--- src/rtl/parallel_receiver.sv ---
// rtl/parallel_receiver.sv - serial-to-parallel receiver sampling a gated clock's falling edges
// Words are assembled MSB first and handed off through a valid/ack register with sticky overrun.
module parallel_receiver #(
    parameter int n = 9
) (
    input  logic       clk50,
    input  logic       rst,
    input  logic       enable,
    input  logic       gclk,
    input  logic       frame,
    input  logic       serial_in,
    input  logic       data_ack,
    input  logic       ovr_clr,
    output logic [n:0] dbus_out,
    output logic       data_valid,
    output logic       overrun,
    output logic       frame_err
);
    localparam int CW = $clog2(n + 2);
    localparam logic [CW-1:0] CNT_FULL = CW'(n + 1);
    localparam logic [0:0] IDLE = 1'b0;
    localparam logic [0:0] RECV = 1'b1;

    logic [2:0]    gs_q, gs_d;
    logic [1:0]    ds_q, ds_d;
    logic [1:0]    fs_q, fs_d;
    logic [0:0]    state_q, state_d;
    logic [CW-1:0] cnt_q, cnt_d;
    logic [CW-1:0] cnt_inc;
    logic [n:0]    shreg_q, shreg_d;
    logic [n:0]    dbus_q, dbus_d;
    logic          done_q, done_d;
    logic          valid_q, valid_d;
    logic          ovr_q, ovr_d;
    logic          ferr_q, ferr_d;
    logic          sample;
    logic          frame_s;
    logic          bit_s;

    // Data and frame come from the stage aligned with gs2, i.e. the value seen as gclk fell.
    assign sample  = gs_q[2] & ~gs_q[1];
    assign frame_s = fs_q[1];
    assign bit_s   = ds_q[1];
    assign cnt_inc = cnt_q + CW'(1);

    always_comb begin
        gs_d    = {gs_q[1:0], gclk};
        ds_d    = {ds_q[0], serial_in};
        fs_d    = {fs_q[0], frame};
        state_d = state_q;
        cnt_d   = cnt_q;
        shreg_d = shreg_q;
        dbus_d  = dbus_q;
        valid_d = valid_q;
        ovr_d   = ovr_q;
        done_d  = 1'b0;
        ferr_d  = 1'b0;

        if (sample) begin
            if (frame_s) begin
                shreg_d = {shreg_q[n-1:0], bit_s};
                state_d = RECV;
                if (cnt_inc == CNT_FULL) begin
                    cnt_d  = '0;
                    done_d = 1'b1;
                end else begin
                    cnt_d = cnt_inc;
                end
            end else begin
                ferr_d  = (state_q == RECV) && (cnt_q != '0);
                state_d = IDLE;
                cnt_d   = '0;
                shreg_d = '0;
            end
        end

        // Overrun set below is ordered after the clear so that set wins.
        if (ovr_clr) begin
            ovr_d = 1'b0;
        end
        if (done_q) begin
            if (!valid_q || data_ack) begin
                dbus_d  = shreg_q;
                valid_d = 1'b1;
            end else begin
                ovr_d = 1'b1;
            end
        end else if (data_ack) begin
            valid_d = 1'b0;
        end

        if (!enable) begin
            gs_d    = '0;
            ds_d    = '0;
            fs_d    = '0;
            state_d = IDLE;
            cnt_d   = '0;
            shreg_d = '0;
            dbus_d  = '0;
            valid_d = 1'b0;
            ovr_d   = 1'b0;
            done_d  = 1'b0;
            ferr_d  = 1'b0;
        end
    end

    always_ff @(posedge clk50 or posedge rst) begin
        if (rst) begin
            gs_q    <= '0;
            ds_q    <= '0;
            fs_q    <= '0;
            state_q <= IDLE;
            cnt_q   <= '0;
            shreg_q <= '0;
            dbus_q  <= '0;
            valid_q <= 1'b0;
            ovr_q   <= 1'b0;
            done_q  <= 1'b0;
            ferr_q  <= 1'b0;
        end else begin
            gs_q    <= gs_d;
            ds_q    <= ds_d;
            fs_q    <= fs_d;
            state_q <= state_d;
            cnt_q   <= cnt_d;
            shreg_q <= shreg_d;
            dbus_q  <= dbus_d;
            valid_q <= valid_d;
            ovr_q   <= ovr_d;
            done_q  <= done_d;
            ferr_q  <= ferr_d;
        end
    end

    assign dbus_out   = dbus_q;
    assign data_valid = valid_q;
    assign overrun    = ovr_q;
    assign frame_err  = ferr_q;

endmodule

--- config.mk ---
export PLATFORM = sky130hd
export DESIGN_NAME = parallel_receiver
export DESIGN_NICKNAME = d
export VERILOG_FILES = /design/src/rtl/parallel_receiver.sv
export SDC_FILE = /design/constraint.sdc
export NUM_CORES = 1
export LEC_CHECK = 0
export ABC_AREA = 0
export BUFFER_PORTS_ARGS = -buffer_cell sky130_fd_sc_hd__buf_2
export CAP_MARGIN = 20
export CORE_MARGIN = 5
export CORE_UTILIZATION = 28
export CTS_CLUSTER_DIAMETER = 100
export DETAILED_ROUTE_END_ITERATION = 16
export SYNTH_ARGS = -nofsm -noshare
export SYNTH_HDL_FRONTEND = slang
export SYNTH_SLANG_ARGS = --single-unit
export TNS_END_PERCENT = 100
--- constraint.sdc ---
create_clock -name clk50 -period 1.3 [get_ports clk50]
set_clock_uncertainty 0.05 [all_clocks]
set_input_delay 0.13 -clock clk50 [delete_from_list [all_inputs] [get_ports clk50]]
set_output_delay 0.13 -clock clk50 [all_outputs]
set_load 0.02 [all_outputs]
==> metrics.txt, run 1 <==
CP startpoint kind=register; TritonCTS buffer count=5; CP max stage delay=420 ps; clk buf depth=2; share of cells above drive strength 1=34.3%; max_slew headroom=69.5%; Crit Path Category=reg -> reg; R2R setup slack=-10 ps; # clock sinks=36; fin crit share=101%; vias in the first global route=1,045; Setup WS pre-CTS=-38.8 ps; hold_ws=4.82 ps; clock root buffer=clkbuf_8; initial antenna violation count=0; cell taking the most area after synthesis=dfrtp_1; largest net degree at the start of global routing=37; Final WS setup=-13.5 ps; area of the core=0.00504 mm2; DRC Markers=0; top cell type's share of synthesized area=62.6%; dpl hpwl=1960 um; Compound-Gate Fraction of Synth Area=18.4%; GP Congestion=0.749; Synth warnings=0; Fmax=761 MHz; post-route ant nets=0; DR pass1 iterations=2; Max Fanout on Critical Path=3; crit path cell chain=ha_4, xor2_2, o21a_1, a22o_1; Worst Hold Class=in -> reg; gr ovfl total=0; average cell area after synthesis=13.4 um2; CTS tree=yes; first-pass GRT wire length=4890 um; FP Rows=26; Slowest cell on crit path=dfrtp_1; asr flop ratio synth=100%; Placed Instance Area=0.00167 mm2; drt wl/cell=13.3 um; count of final hold-check violations=0; setup tns final=-13.5 ps; failing checks=negative setup slack; Tmin final=1310 ps; IO Pins=21; DR vias/cell=4.57; post-synth cell types=26; Pleak=0.930 nW; Worst-path clk slew=80 ps; Syn Nets=118; run status=finished, violations left; max cap viols=0; Port Buffer Count=20; Cell Count, Final, Fillers Out=213; Post-synth EDFFs=0; First DRT Iteration DRCs=62; H-Tree Depth=2; Finished Cell Area=0.00183 mm2; ant diodes=0; total power=2.01 mW; Crit path max-delay family=flip-flops; Initial Util=28.5%; Post-Synth XOR/XNOR Area=1.22%; # setup viols final=1; VDD IR max=515 uV; Crit. End Element=register; Post-Place Cells=201; fin nets=153; Worst-Skew Late Latency=300 ps; Synth Register Bits=36; P&R area growth vs syn=27.0%; Post-Synthesis Cells=107; sequential fraction of the synthesis area=62.6%; fin. max-slew vios=0; Slew @ Worst Pin=457 ps; Buf/Inv on CP=0; synth top area cells=dfrtp_1, a22o_1, and2_1; largest family of logic cells by synthesized area=compound AO/OA/AOI/OAI gates; Crit path arrival time=1450 ps; drt total wl=2820 um; RSZ-0062 raised after global routing=true; Critical Path RT=1440 ps; routed vias=973; Cell Pwr Density=1100 mW/mm2; post-synthesis adder-cell area fraction=2.61%; post-layout util=36.3%; mux cell area share after synthesis=0.783%; simple-gate share of the synthesized area=10.8%; Die ar.=0.00667 mm2; mapped cell area=0.00144 mm2; All-Layer GR Usage=9.86%; ys flop type=dfrtp_1; DIE WIDTH=81.7 um; DIE HEIGHT=81.7 um
[power breakdown]
group          switching [mW]  internal [mW]
clock                   0.421          0.373
sequential            0.00391           1.13
combinational          0.0485         0.0389
total                   0.474           1.54
[cell usage after synthesis (2+ instances only)]
cell	count
inv_1	4
nand3_1	2
buf_6	2
o21a_1	2
dfrtp_1	36
nand2b_1	2
buf_2	2
nor2_1	2
nand4b_1	2
and2_1	8
ha_1	3
and3_1	2
nor2b_1	5
a21oi_1	2
o211ai_2	2
a22o_1	21
[cell type report]
type | instances | area, um2
inverter | 4 | 15.0
timing repair buffer | 33 | 219
clock inverter | 3 | 18.8
multi-input combinational | 62 | 518
sequential | 36 | 901
fill | 509 | 3210
tap | 70 | 87.6
clock buffer | 5 | 68.8
[worst reg2reg max path, cell delays in order (launching register included)]
cell,delay (ps)
dfrtp_1,420
ha_4,190
xor2_2,160
o21a_1,190
a22o_1,200
[placed cells by master, fill, tap and decap left out, types with 2 or more instances in the layout]
cell type,netlist,routed
o21a_1,2,2
nand4b_1,2,2
buf_4,0,9
nand2b_1,2,2
ha_1,3,2
a21oi_1,2,2
clkbuf_8,0,5
dfrtp_1,36,36
dlygate4sd3_1,0,2
o211ai_2,2,2
a22o_1,21,21
nor2_1,2,2
and2_1,8,7
buf_2,2,20
clkinv_2,0,2
inv_1,4,3
nand3_1,2,2
nor2b_1,5,5
[sequential cells by signal, summed over array words and instances, names as in the netlist, 2 cells and up]
| register | count |
|---|---|
| cnt_q | 4 |
| gs_q | 3 |
| shreg_q | 10 |
| ds_q | 2 |
| fs_q | 2 |
| dbus_out | 10 |
[repair_timing]
action / 4_1_cts / 5_1_grt
buffers inserted: 1 / 1
gates resized for setup: 2 / 7
hold buffers: 2 / 0
endpoints found under the setup margin: 1 / 15
endpoints found under the hold margin: 37 / 0
pin swaps: 0 / 1
[worst paths after layout]
| path | start | cells after the start | to |
|---|---|---|---|
| max reg2reg | cnt_q[0]$_DFFE_PP0P_ | 4 | cnt_q[3]$_DFFE_PP0P_ |
| max in group asynchronous | rst | 4 | done_q$_DFF_PP0_ |
| max | cnt_q[0]$_DFFE_PP0P_ | 4 | cnt_q[3]$_DFFE_PP0P_ |
| min reg2reg | ds_q[0]$_DFF_PP0_ | 1 | ds_q[1]$_DFF_PP0_ |
| min | frame | 2 | fs_q[0]$_DFF_PP0_ |
| min in group asynchronous | rst | 4 | gs_q[0]$_DFF_PP0_ |
[routing by layer]
metal / global-route usage, % / wire length [um] / vias up / share of wire [%]
met4: 5.32 / 63 / 0 / 2.2
met2: 16.4 / 1440 / 24 / 51
met3: 3.29 / 152 / 10 / 5.4
met5: 0 / 0 / - / 0
li1: - / - / 460 / -
met1: 11.1 / 1170 / 479 / 41
[logic make-up after synthesis]
family / Yosys count
AOI/OAI and AO/OA: 31
xor gates and xnor gates: 2
adders and majority gates: 3
buffers and inverters: 9
DFF: 36
muxes: 1
and+or+nand+nor: 25
No activity file was read; power rests on OpenSTA's default activity.
==> inputs of run 2 (changes only) <==
==> constraint.sdc (replaced) <==
create_clock -name clk50 -period 1.3 [get_ports clk50]
set_clock_uncertainty 0.05 [all_clocks]
set_input_delay 0.26 -clock clk50 [delete_from_list [all_inputs] [get_ports clk50]]
set_output_delay 0.26 -clock clk50 [all_outputs]
set_load 0.02 [all_outputs]
==> run 2 against run 1 <==
  * Setup slack lost 12 ps
  * The run still ends with negative setup slack left
  * Critical path depth up 1
  * Final cell count fell by 0.47%
  * Flip-flop and latch count stayed put
  * First-iteration DRC count decreased by 39%
  * Register-to-register slack about the same
  * Fmax down 0.90%
==> metrics.txt, run 2 (synthesis results as in run 1) <==
DR vias/cell=4.45; DRC Markers=0; Pleak=0.939 nW; drt total wl=2870 um; Crit path arrival time=1450 ps; max cap viols=0; Internal=1.74 mW; count of final hold-check violations=0; DR pass1 iterations=4; Crit. End Element=register; Gate power share=4.2%; Sw Share=20.2%; drt wl/cell=13.5 um; hold_ws=139 ps; sequential share of power=52.0%; TritonCTS buffer count=5; run status=finished, violations left; RSZ-0062 raised after global routing=true; Placed Instance Area=0.00169 mm2; # clock sinks=36; fin nets=152; most used routing layer=met2; met2 usage in global routing=15.9%; Final WS setup=-25.4 ps; post-route ant nets=0; largest net degree at the start of global routing=37; Worst-path clk slew=70 ps; CP startpoint kind=register; failing checks=negative setup slack; clock root buffer=clkbuf_8; P&R area growth vs syn=29.1%; Crit path top cell by count=buf_4; met1 Usage GRT=10.6%; ant diodes=0; Setup WS pre-CTS=-8.85 ps; fin crit share=102%; first-pass GRT wire length=4690 um; vias in the first global route=1,010; setup tns final=-62.3 ps; VDD IR max=748 uV; Finished Cell Area=0.00186 mm2; CTS tree=yes; fin. max-slew vios=0; IO Pins=21; DIE HEIGHT=81.7 um; Buf/Inv on CP=2; CP max stage delay=420 ps; clk buf depth=2; crit path cell chain=buf_4, buf_4, nand3_1, xnor2_2, a22o_1; Slowest cell on crit path=dfrtp_1; H-Tree Depth=2; initial antenna violation count=0; Worst Hold Class=in -> reg; Slew @ Worst Pin=286 ps; DIE WIDTH=81.7 um; Crit path max-delay family=flip-flops; # setup viols final=3; Die ar.=0.00667 mm2; total power=2.18 mW; most frequent cells in the layout=dfrtp_1, a22o_1, buf_2, buf_4, and2_1; Sw Pwr=0.441 mW; max_slew headroom=80.9%; Fill cells=489; GP Congestion=0.874; gr ovfl total=0; Fmax=755 MHz; Tmin final=1330 ps; Initial Util=28.5%; routed vias=944; Critical Path RT=1430 ps; share of cells above drive strength 1=33.1%; FP Rows=26; All-Layer GR Usage=9.31%; met3 Use GR=3.95%; Clk pwr share=43.9%; area of the core=0.00504 mm2; Crit Path Category=reg -> reg; most common cell after layout, fill and taps aside=dfrtp_1; Max Fanout on Critical Path=3; Cell Pwr Density=1170 mW/mm2; Port Buffer Count=20; First DRT Iteration DRCs=38; dpl hpwl=1910 um; Worst-Skew Late Latency=280 ps
[run 2: cell type report]
cell class,count,area (um2),share of cell area [%]
clock buffer,6,72.6,3.91
clock inverter,2,35.0,1.89
inverter,4,15.0,0.808
multi-input combinational,62,529,28.5
sequential,36,901,48.5
tap,70,87.6,4.71
timing repair buffer,32,218,11.7
[run 2: worst register-to-register path: cells and delay by family, from the launching register on]
kind / cells / cell delay (ps)
buffers and inverters: 2 / 240
AND/OR/NAND/NOR: 1 / 120
flip-flops: 1 / 420
XOR/XNOR: 1 / 190
AO/OA/AOI/OAI: 1 / 200
[run 2: metal layers]
metal | routed length, um | share of wire (%)
met1 | 1200 | 42
met3 | 158 | 5.5
met2 | 1470 | 51
met4 | 41 | 1.4
met5 | 0 | 0
[run 2: what timing repair did]
action,4_1_cts,5_1_grt
endpoints found under the hold margin,36,0
hold buffers,1,0
setup buffers,1,1
pin swaps,0,3
gates resized for setup,0,8
setup endpoints to repair,1,22
[run 2: stage by stage]
step,utilization [%],std cells
after floorplan,-,107
after global placement,33.4,201
after detailed placement,33.4,201
after CTS,35.9,211
after global routing,36.8,212
final,36.8,212
[run 2: final timing paths]
kind	cells past startpoint	start	end	slack, ps
min	2	frame	fs_q[0]$_DFF_PP0_	140
min in group asynchronous	4	rst	gs_q[0]$_DFF_PP0_	510
min reg2reg	1	fs_q[0]$_DFF_PP0_	fs_q[1]$_DFF_PP0_	410
max in group asynchronous	4	rst	cnt_q[0]$_DFFE_PP0P_	510
max reg2reg	5	cnt_q[1]$_DFFE_PP0P_	cnt_q[3]$_DFFE_PP0P_	-30
max	5	cnt_q[1]$_DFFE_PP0P_	cnt_q[3]$_DFFE_PP0P_	-30
[run 2: power groups by stage]
stage	sequential [mW]	clock [mW]	combinational (mW)
after global routing	1.13	1.03	0.103
after global placement	1.15	0	0.0854
final	1.13	0.956	0.0905
after CTS	1.13	0.977	0.0912
after floorplan	1.15	0	0.0434
after detailed placement	1.15	0	0.0887
==> inputs of run 3 (changes only) <==
- clock period: 1.3 -> 1.25 ns (I/O delays scaled with it)
==> run 3 against run 2 <==
  * The run still ends with negative setup slack left
  * Clock power increased by 7%
  * First-iteration DRC count grew 87%
  * Total power increased by 5.6%
  * Worst hold slack got worse by 18 ps
  * Routed wire length down 1.4%
  * Critical path depth is 1 lower
  * Utilization grew 0.77 points
  * Clock-buffer cell count down 1
  * Sequential power up 4%
  * Non-clock buffer count grew 2
  * Largest cell class unchanged
==> metrics.txt, run 3 (synthesis results as in run 1) <==
run status=finished, violations left; failing checks=negative setup slack; fin nets=154; All-Layer GR Usage=9.96%; max_slew headroom=80.0%; DR pass1 iterations=3; RSZ-0062 raised after global routing=true; DRC Markers=0; ant diodes=0; Pleak=0.955 nW; area of the core=0.00504 mm2; Fmax=784 MHz; CP max stage delay=420 ps; TritonCTS buffer count=5; Slowest cell on crit path=dfrtp_1; initial antenna violation count=0; Port Buffer Count=20; Placed Instance Area=0.00172 mm2; drt wl/cell=13.2 um; Final WS setup=-25.7 ps; hold path depth=2; DR vias/cell=4.51; clock root buffer=clkbuf_8; P&R area growth vs syn=31.8%; FP Rows=26; VDD IR max=476 uV; count of final hold-check violations=0; CP startpoint kind=register; CTS tree=yes; most common cell after layout, fill and taps aside=dfrtp_1; Initial Util=28.5%; FF-to-FF path depth=4; Slew @ Worst Pin=299 ps; DIE HEIGHT=81.7 um; most frequent cells in the layout=dfrtp_1, a22o_1, buf_2, buf_4, and2_1; Critical Path RT=1380 ps; DIE WIDTH=81.7 um; post-route ant nets=0; largest net degree at the start of global routing=37; clk buf depth=2; Worst-Skew Late Latency=290 ps; max cap viols=0; # clock sinks=36; Storage cell area=902 um2; crit path cell chain=ha_4, xor2_4, o21a_1, a22o_1; Die ar.=0.00667 mm2; gr ovfl total=0; share of cells above drive strength 1=36.8%; Fill cells=488; Finished Cell Area=0.00190 mm2; multi-input combinational cell area=544 um2; Crit path arrival time=1400 ps; vias in the first global route=1,098; fin crit share=102%; Cell Pwr Density=1210 mW/mm2; Crit Path Category=reg -> reg; Crit. End Element=register; routed vias=966; IO Pins=21; fin. max-slew vios=0; Cell Count, Final, Fillers Out=214; setup tns final=-25.7 ps; GP Congestion=0.819; First DRT Iteration DRCs=71; Worst-path clk slew=80 ps; Tmin final=1280 ps; # setup viols final=1; hold_ws=122 ps; post-layout util=37.6%; first-pass GRT wire length=5000 um; Post-Place Cells=203; Max Fanout on Critical Path=3; dpl hpwl=2020 um; H-Tree Depth=2; Worst Hold Class=in -> reg; drt total wl=2830 um
-- run 3: layer usage --
layer	GRT usage, %	part of all wire (%)	vias to the layer above
met5	0	0	-
met4	3.99	1.6	0
met3	3.84	5.7	6
met2	17.8	53	20
met1	10.5	40	490
li1	-	-	450
-- run 3: cell type report --
type                       count  share of cell area, %
clock inverter                 3                   2.24
sequential                    36                   47.6
inverter                       4                  0.792
multi-input combinational     62                   28.7
timing repair buffer          34                   12.5
clock buffer                   5                   3.63
tap                           70                   4.62
-- run 3: metrics by stage --
step	worst slack (ps)	power, mW
floorplan	-20.1	1.24
global route	-72.2	2.40
detailed placement	-61.9	1.30
finish	-25.7	2.30
global placement	-12.4	1.29
CTS	-35.8	2.33
-- run 3: power breakdown --
group | internal, mW | switching [mW]
logic | 0.0497 | 0.0527
clock network | 0.590 | 0.430
registers | 1.17 | 0.00422
-- run 3: critical path: cells and delay by family, from the launching register on --
kind	cells	cell delay [ps]
AO/OA/AOI/OAI	2	350
XOR/XNOR	1	160
adder cells (fa/ha/maj)	1	190
flip-flops	1	420
-- run 3: repair_timing --
| item | 4_1_cts | 5_1_grt |
|---|---|---|
| cloned | 0 | 0 |
| pin swaps | 2 | 0 |
| endpoints found under the hold margin | 36 | 0 |
| endpoints found under the setup margin | 15 | 20 |
| setup buffers | 1 | 1 |
| hold buffers | 1 | 0 |
| gates resized for setup | 4 | 7 |
-- run 3: worst paths after layout --
kind | startpoint | to | slack [ps]
setup reg to reg | cnt_q[1]$_DFFE_PP0P_ | cnt_q[3]$_DFFE_PP0P_ | -30
setup / recovery | cnt_q[1]$_DFFE_PP0P_ | cnt_q[3]$_DFFE_PP0P_ | -30
min in group asynchronous | rst | overrun$_DFF_PP0_ | 480
hold / removal | frame | fs_q[0]$_DFF_PP0_ | 120
max in group asynchronous | rst | shreg_q[1]$_DFFE_PP0P_ | 470
hold reg to reg | fs_q[0]$_DFF_PP0_ | fs_q[1]$_DFF_PP0_ | 420
